--- src/rtl/seg_scan_ctrl.sv ---
// ---------------------------------------------------------------------------
// seg_scan_ctrl
// Time-multiplexed scan controller for a 4-digit common-anode 7-segment
// display. Digits are visited 0->1->2->3->0. Each digit is preceded by an
// all-off blanking interval that suppresses ghosting. Display data is copied
// into shadow registers only at frame boundaries, so one frame never mixes
// two different values.
//
// Optional feature macro: LZ_SUPPRESS_EN
//   defined   : leading-zero digits (index 1..3) are blanked while shown
//   undefined : all four digits always display
//
// Parameters
//   TICK_DIV    clk cycles per scan tick (>= 2)
//   SHOW_TICKS  ticks each digit stays lit (>= 1)
//   BLANK_TICKS ticks all anodes stay off before each digit (>= 1)
//
// Ports
//   clk         system clock
//   rst         asynchronous reset, active-high
//   en          scan enable; 0 parks the scanner and darkens the display
//   value[15:0] four hex nibbles, [3:0] = digit 0 ... [15:12] = digit 3
//   dp_in[3:0]  decimal point per digit, 1 = lit
//   an[3:0]     anode enables, active-low
//   seg[6:0]    segments {g,f,e,d,c,b,a}, active-low
//   dp          decimal point, active-low
//   frame_start one-cycle pulse when the shadow registers load new data
// ---------------------------------------------------------------------------
module seg_scan_ctrl #(
    parameter int TICK_DIV    = 50000,
    parameter int SHOW_TICKS  = 4,
    parameter int BLANK_TICKS = 1
) (
    input  logic        clk,
    input  logic        rst,
    input  logic        en,
    input  logic [15:0] value,
    input  logic [3:0]  dp_in,
    output logic [3:0]  an,
    output logic [6:0]  seg,
    output logic        dp,
    output logic        frame_start
);

    localparam int PW   = $clog2(TICK_DIV);
    localparam int TMAX = (SHOW_TICKS > BLANK_TICKS) ? SHOW_TICKS : BLANK_TICKS;
    localparam int TW   = (TMAX > 1) ? $clog2(TMAX) : 1;

    localparam logic [PW-1:0] PRE_LAST   = PW'(TICK_DIV - 1);
    localparam logic [PW-1:0] PRE_ZERO   = PW'(0);
    localparam logic [PW-1:0] PRE_ONE    = PW'(1);
    localparam logic [TW-1:0] SHOW_LAST  = TW'(SHOW_TICKS - 1);
    localparam logic [TW-1:0] BLANK_LAST = TW'(BLANK_TICKS - 1);
    localparam logic [TW-1:0] TCNT_ZERO  = TW'(0);
    localparam logic [TW-1:0] TCNT_ONE   = TW'(1);

    typedef enum logic [0:0] {
        ST_BLANK = 1'b0,
        ST_SHOW  = 1'b1
    } state_t;

    // Active-low gfedcba pattern for one hex nibble.
    function automatic logic [6:0] hex7(input logic [3:0] nib);
        logic [6:0] pat;
        case (nib)
            4'h0:    pat = 7'b1000000;
            4'h1:    pat = 7'b1111001;
            4'h2:    pat = 7'b0100100;
            4'h3:    pat = 7'b0110000;
            4'h4:    pat = 7'b0011001;
            4'h5:    pat = 7'b0010010;
            4'h6:    pat = 7'b0000010;
            4'h7:    pat = 7'b1111000;
            4'h8:    pat = 7'b0000000;
            4'h9:    pat = 7'b0010000;
            4'hA:    pat = 7'b0001000;
            4'hB:    pat = 7'b0000011;
            4'hC:    pat = 7'b1000110;
            4'hD:    pat = 7'b0100001;
            4'hE:    pat = 7'b0000110;
            4'hF:    pat = 7'b0001110;
            default: pat = 7'b1111111;
        endcase
        return pat;
    endfunction

    state_t        r_state;
    logic [1:0]    r_idx;
    logic [PW-1:0] r_pre;
    logic [TW-1:0] r_tcnt;
    logic [15:0]   r_shadow_val;
    logic [3:0]    r_shadow_dp;
    // Set after reset or disable: the next tick must start a fresh frame.
    logic          r_load_pend;
    logic [3:0]    r_an;
    logic [6:0]    r_seg;
    logic          r_dp;
    logic          r_frame_start;

    logic          w_tick;
    logic [3:0]    w_nib;
    logic          w_lz;
    logic [3:0]    w_an_nx;
    logic [6:0]    w_seg_nx;
    logic          w_dp_nx;

    // Tick decode, digit selection and next output pattern from current state.
    always_comb begin
        w_tick   = (r_pre == PRE_LAST);
        w_nib    = 4'h0;
        w_lz     = 1'b0;
        w_an_nx  = 4'b1111;
        w_seg_nx = 7'b1111111;
        w_dp_nx  = 1'b1;

        case (r_idx)
            2'd0:    w_nib = r_shadow_val[3:0];
            2'd1:    w_nib = r_shadow_val[7:4];
            2'd2:    w_nib = r_shadow_val[11:8];
            2'd3:    w_nib = r_shadow_val[15:12];
            default: w_nib = 4'h0;
        endcase

`ifdef LZ_SUPPRESS_EN
        // A digit is a leading zero when it and every higher digit are zero;
        // digit 0 always shows so a zero value still reads "0".
        case (r_idx)
            2'd3:    w_lz = (r_shadow_val[15:12] == 4'h0);
            2'd2:    w_lz = (r_shadow_val[15:8] == 8'h00);
            2'd1:    w_lz = (r_shadow_val[15:4] == 12'h000);
            default: w_lz = 1'b0;
        endcase
`else
        w_lz = 1'b0;
`endif

        if (r_state == ST_SHOW) begin
            case (r_idx)
                2'd0:    w_an_nx = 4'b1110;
                2'd1:    w_an_nx = 4'b1101;
                2'd2:    w_an_nx = 4'b1011;
                2'd3:    w_an_nx = 4'b0111;
                default: w_an_nx = 4'b1111;
            endcase
            if (w_lz) begin
                w_seg_nx = 7'b1111111;
            end else begin
                w_seg_nx = hex7(w_nib);
            end
            w_dp_nx = ~r_shadow_dp[r_idx];
        end else begin
            w_an_nx  = 4'b1111;
            w_seg_nx = 7'b1111111;
            w_dp_nx  = 1'b1;
        end
    end

    // Prescaler, scan FSM, frame-boundary shadow load and registered outputs.
    always_ff @(posedge clk or posedge rst) begin
        if (rst) begin
            r_state       <= ST_BLANK;
            r_idx         <= 2'd0;
            r_pre         <= PRE_ZERO;
            r_tcnt        <= TCNT_ZERO;
            r_shadow_val  <= 16'h0000;
            r_shadow_dp   <= 4'b0000;
            r_load_pend   <= 1'b1;
            r_an          <= 4'b1111;
            r_seg         <= 7'b1111111;
            r_dp          <= 1'b1;
            r_frame_start <= 1'b0;
        end else if (!en) begin
            // Parked: restart from digit 0 with a fresh frame once enabled.
            r_state       <= ST_BLANK;
            r_idx         <= 2'd0;
            r_pre         <= PRE_ZERO;
            r_tcnt        <= TCNT_ZERO;
            r_load_pend   <= 1'b1;
            r_an          <= 4'b1111;
            r_seg         <= 7'b1111111;
            r_dp          <= 1'b1;
            r_frame_start <= 1'b0;
        end else begin
            r_an          <= w_an_nx;
            r_seg         <= w_seg_nx;
            r_dp          <= w_dp_nx;
            r_frame_start <= 1'b0;

            if (w_tick) begin
                r_pre <= PRE_ZERO;
            end else begin
                r_pre <= r_pre + PRE_ONE;
            end

            if (w_tick) begin
                case (r_state)
                    ST_BLANK: begin
                        if (r_load_pend) begin
                            r_shadow_val  <= value;
                            r_shadow_dp   <= dp_in;
                            r_frame_start <= 1'b1;
                            r_load_pend   <= 1'b0;
                        end
                        if (r_tcnt == BLANK_LAST) begin
                            r_state <= ST_SHOW;
                            r_tcnt  <= TCNT_ZERO;
                        end else begin
                            r_tcnt <= r_tcnt + TCNT_ONE;
                        end
                    end
                    ST_SHOW: begin
                        if (r_tcnt == SHOW_LAST) begin
                            r_state <= ST_BLANK;
                            r_tcnt  <= TCNT_ZERO;
                            r_idx   <= r_idx + 2'd1;
                            // Leaving digit 3 closes the frame.
                            if (r_idx == 2'd3) begin
                                r_shadow_val  <= value;
                                r_shadow_dp   <= dp_in;
                                r_frame_start <= 1'b1;
                            end
                        end else begin
                            r_tcnt <= r_tcnt + TCNT_ONE;
                        end
                    end
                    default: begin
                        r_state <= ST_BLANK;
                        r_tcnt  <= TCNT_ZERO;
                        r_idx   <= 2'd0;
                    end
                endcase
            end
        end
    end

    assign an          = r_an;
    assign seg         = r_seg;
    assign dp          = r_dp;
    assign frame_start = r_frame_start;

endmodule

--- config.mk ---
export PLATFORM = sky130hd
export DESIGN_NAME = seg_scan_ctrl
export DESIGN_NICKNAME = d
export VERILOG_FILES = /design/src/rtl/seg_scan_ctrl.sv
export SDC_FILE = /design/constraint.sdc
export NUM_CORES = 1
export LEC_CHECK = 0
export CAP_MARGIN = 5
export CORE_MARGIN = 1.5
export CORE_UTILIZATION = 45
export CTS_CLUSTER_DIAMETER = 100
export DETAILED_ROUTE_END_ITERATION = 16
export GPL_TIMING_DRIVEN = 0
export PLACE_DENSITY_LB_ADDON = 0.25
export SLEW_MARGIN = 30
export SYNTH_ARGS = -nofsm -noshare
export SYNTH_HDL_FRONTEND = slang
export SYNTH_SLANG_ARGS = --single-unit
--- constraint.sdc ---
create_clock -name clk -period 2.4 [get_ports clk]
set_input_delay 0.48 -clock clk [delete_from_list [all_inputs] [get_ports clk]]
set_output_delay 0.48 -clock clk [all_outputs]
set_load 0.02 [all_outputs]
==> flow_summary_export.csv <==
group,metric,value,unit
status,status,"complete, no violations",
layout,stdcell_count,359,
yosys,synth_seq_cells,55,
flow_run,max_cap_viol_count,0,
clock_tree,cts_made_buffers,5,
worst_setup_path,slowest_delay,610,ps
worst_setup_path,cp.required,2630,ps
clock_tree,clock_path_buffers,2,
detailed_routing,routed_wirelength,5.27,mm
placement,place_inst,344,
placement,place_congestion,0.863,
pwr,power.density,441,mW/mm2
global_route,grt_max_degree,41,
layout,syn2layout_area_growth,26.6,%
worst_setup_path,critPathLaunchType,"flip-flop",
floorplan,io_pins,36,
worst_setup_path,cp-end-kind,"flip-flop",
detailed_routing,route.met2.wl,2.59,mm
global_route,antenna_found_initial,0,
worst_setup_path,path_cells,"buf_6 -> ha_4 -> a222oi_1 -> a21oi_4 -> inv_2 -> ha_4 -> nor2_4 -> a2111oi_4 -> a41oi_2",
pwr,p_total,1.50,mW
global_route,grt-ovfl-total,0,
clock_tree,cts_tree,"done",
floorplan,die_x,80.2,um
yosys,synth_seq_area_share,51.9,%
yosys,synth_cell_types,42,
sta,setup_viol,0,
pwr,p_leak,1.46,nW
floorplan,die_h,80.2,um
detailed_routing,first_pass_iters,4,
sta,max_freq,435,MHz
layout,fillCellCount,440,
layout,drive_above_1_share,25.4,%
floorplan,start_util,47.5,%
sta,min_period_over_period,95.8,%
yosys,synth_area,0.00268,mm2
worst_setup_path,worstSetupPathType,"flip-flop to flip-flop",
yosys,postSynthCellCount,236,
yosys,synthArstFlopShare,100,%
clock_tree,cts_root_buf,"clkbuf_8",
clock_tree,clkSlewWorstSetupHoldPaths,90,ps
yosys,synth_ff_type,"dfrtp_1",
clock_tree,cts_hold_buf,0,
global_route,grt_pass1_wl,8.63,mm
worst_setup_path,cp_max_fo,5,
pwr,irDropWorstVdd,222,uV
floorplan,die-area,0.00643,mm2
hold_path,worstHoldPathType,"input port to asynchronous set/reset pin",
global_route,grt_usage,17.7,%
detailed_routing,drc,0,
yosys,avgSynthCellArea,11.4,um2
sta,fin_hold_ws,450,ps
worst_setup_path,critPathSlowestCell,"a222oi_1",
sta,min_period,2300,ps
layout,nNetsFinal,323,
floorplan,coreArea,0.00564,mm2
yosys,synth_edf_count,0,
placement,dp_hpwl,3.71,mm
clock_tree,cts_sinks,55,
detailed_routing,vias,1893,
floorplan,core.rowCount,27,
layout,num_antenna_cells,0,
placement,io_buffers,35,
worst_setup_path,cp.arrival,2530,ps
sta,clock_skew,2.42,ps
sta,slew_headroom,50.5,%
detailed_routing,drtAntennaViolNets,0,
detailed_routing,wl_met1,2.42,mm
sta,finalMaxSlewViolations,0,
detailed_routing,drtIter0Drc,78,
sta,worst_pin_slew,743,ps
sta,tns,0,ps
detailed_routing,route.met3.wl,191,um
detailed_routing,wire_per_inst,14.7,um
clock_tree,cts_max_level,2,
detailed_routing,topRoutingLayerUsed,"met4",
clock_tree,clk-insertion-delay-late,300,ps
yosys,synth.yosys.warnings,0,
yosys,synth_nets,273,
detailed_routing,viasPerCell,5.27,
global_route,first_global_vias,1839,
sta,finalHoldViolCount,0,
worst_setup_path,cpMostUsedCell,"ha_4",
[critical path, delay by kind of cell, from the launching register on]
kind	cells	cell delay [ps]
buffers and inverters	2	290
adders and majority gates	2	390
and+or+nand+nor	1	120
AOI/OAI and AO/OA	4	1010
DFF	1	410
[power by group]
part	switching (mW)	internal, mW	total [mW]	leakage [nW]
clock network	0.281	0.208	0.489	0.0395
logic	0.0330	0.0407	0.0736	0.704
registers	0.00342	0.931	0.935	0.720
total	0.317	1.18	1.50	1.46
[per-stage QoR]
| stage | worst slack, ps | utilization, % | cell area (um2) |
|---|---|---|---|
| after floorplan | 173 | - | 2680 |
| after global placement | -417 | 55.3 | 3120 |
| after detailed placement | -247 | 55.7 | 3140 |
| after CTS | 8.77 | 57.7 | 3260 |
| after global routing | -58.6 | 60.2 | 3390 |
| final | 102 | 60.2 | 3390 |
[layout make-up]
cell class | count | area [um2] | area share (%)
Multi-Input combinational cell | 161 | 1320 | 38.8
Inverter | 13 | 51.3 | 1.51
Tap cell | 72 | 90.1 | 2.65
Clock buffer | 8 | 80.1 | 2.36
Sequential cell | 55 | 1390 | 41.1
Buffer | 7 | 35.0 | 1.03
Timing Repair Buffer | 43 | 427 | 12.6
[timing repair]
item / CTS / global route
gates resized for setup: 5 / 20
buffers inserted: 2 / 5
endpoints found under the setup margin: 6 / 5
gates cloned: 0 / 0
pin swaps: 3 / 6
[worst paths after layout]
kind                           from   endpoint  slack, ps  cells after the start
max                        r_idx[0]     seg[3]        100                      9
min                             rst  r_pre[15]        450                      2
max reg2reg                r_idx[0]     seg[3]        100                      9
min reg2reg                r_pre[0]   r_pre[0]        480                      1
max in group asynchronous       rst         dp       1430                      3
min in group clk           r_pre[0]   r_pre[0]        480                      1
[flip-flops by register name, indices dropped and copies added, names as in the netlist]
signal        flops
seg               7
dp                1
r_state           1
r_pre            16
r_tcnt            2
r_load_pend       1
r_shadow_val     16
frame_start       1
r_shadow_dp       4
an                4
r_idx             2
[cells in the final DEF, fill, tap and decap left out, types with 3 or more instances in the layout]
| master | instances |
|---|---|
| a21boi_0 | 3 |
| o21ai_0 | 8 |
| nor2_1 | 21 |
| nand3_1 | 5 |
| and2_1 | 3 |
| xor2_1 | 6 |
| nand4_1 | 3 |
| ha_1 | 7 |
| buf_4 | 8 |
| clkbuf_8 | 5 |
| dfrtp_1 | 41 |
| inv_2 | 3 |
| nor2b_1 | 3 |
| ha_4 | 4 |
| inv_1 | 9 |
| nand2_1 | 23 |
| dfstp_2 | 13 |
| a222oi_1 | 3 |
| xnor2_1 | 7 |
| ha_2 | 3 |
| a21oi_1 | 5 |
| clkdlybuf4s50_1 | 35 |
| and3_1 | 6 |
| mux2_2 | 19 |
| clkbuf_1 | 7 |
[layer usage]
metal  up-vias  global-route usage [%]
li1        918                       -
met1       927                    23.8
met2        39                    28.2
met3         9                    3.98
met4         0                    5.69
met5         -                       0
[cells by family after synthesis]
logic type / synth area share [%]
muxes: 10.9
AOI/OAI and AO/OA: 8.82
and+or+nand+nor: 14.4
xor gates and xnor gates: 4.25
buffers and inverters: 3.13
adders and majority gates: 6.53
DFF: 51.9
[cell usage after synthesis (2+ instances only)]
cell type	instances	area (um2)
o211ai_1	2	15.0
xor2_1	6	52.6
a22oi_1	2	15.0
dfstp_2	13	342
o221ai_1	2	17.5
inv_1	13	48.8
o21ai_0	9	45.0
mux2i_1	2	20.0
mux2_2	19	214
nand3_1	5	25.0
nor2b_1	3	18.8
a21oi_1	6	30.0
and4bb_2	2	25.0
xnor2_1	7	61.3
dfrtp_1	42	1050
buf_4	2	15.0
clkbuf_1	4	15.0
and3_1	6	37.5
nand4_1	3	18.8
nor2_1	22	82.6
mux2_1	2	22.5
and2_1	3	18.8
a222oi_1	3	30.0
nor3_1	2	10.0
a21boi_0	3	22.5
nand2_1	23	86.3
or3_1	2	12.5
ha_1	14	175
Note: power is estimated with default switching activity, not from simulation.
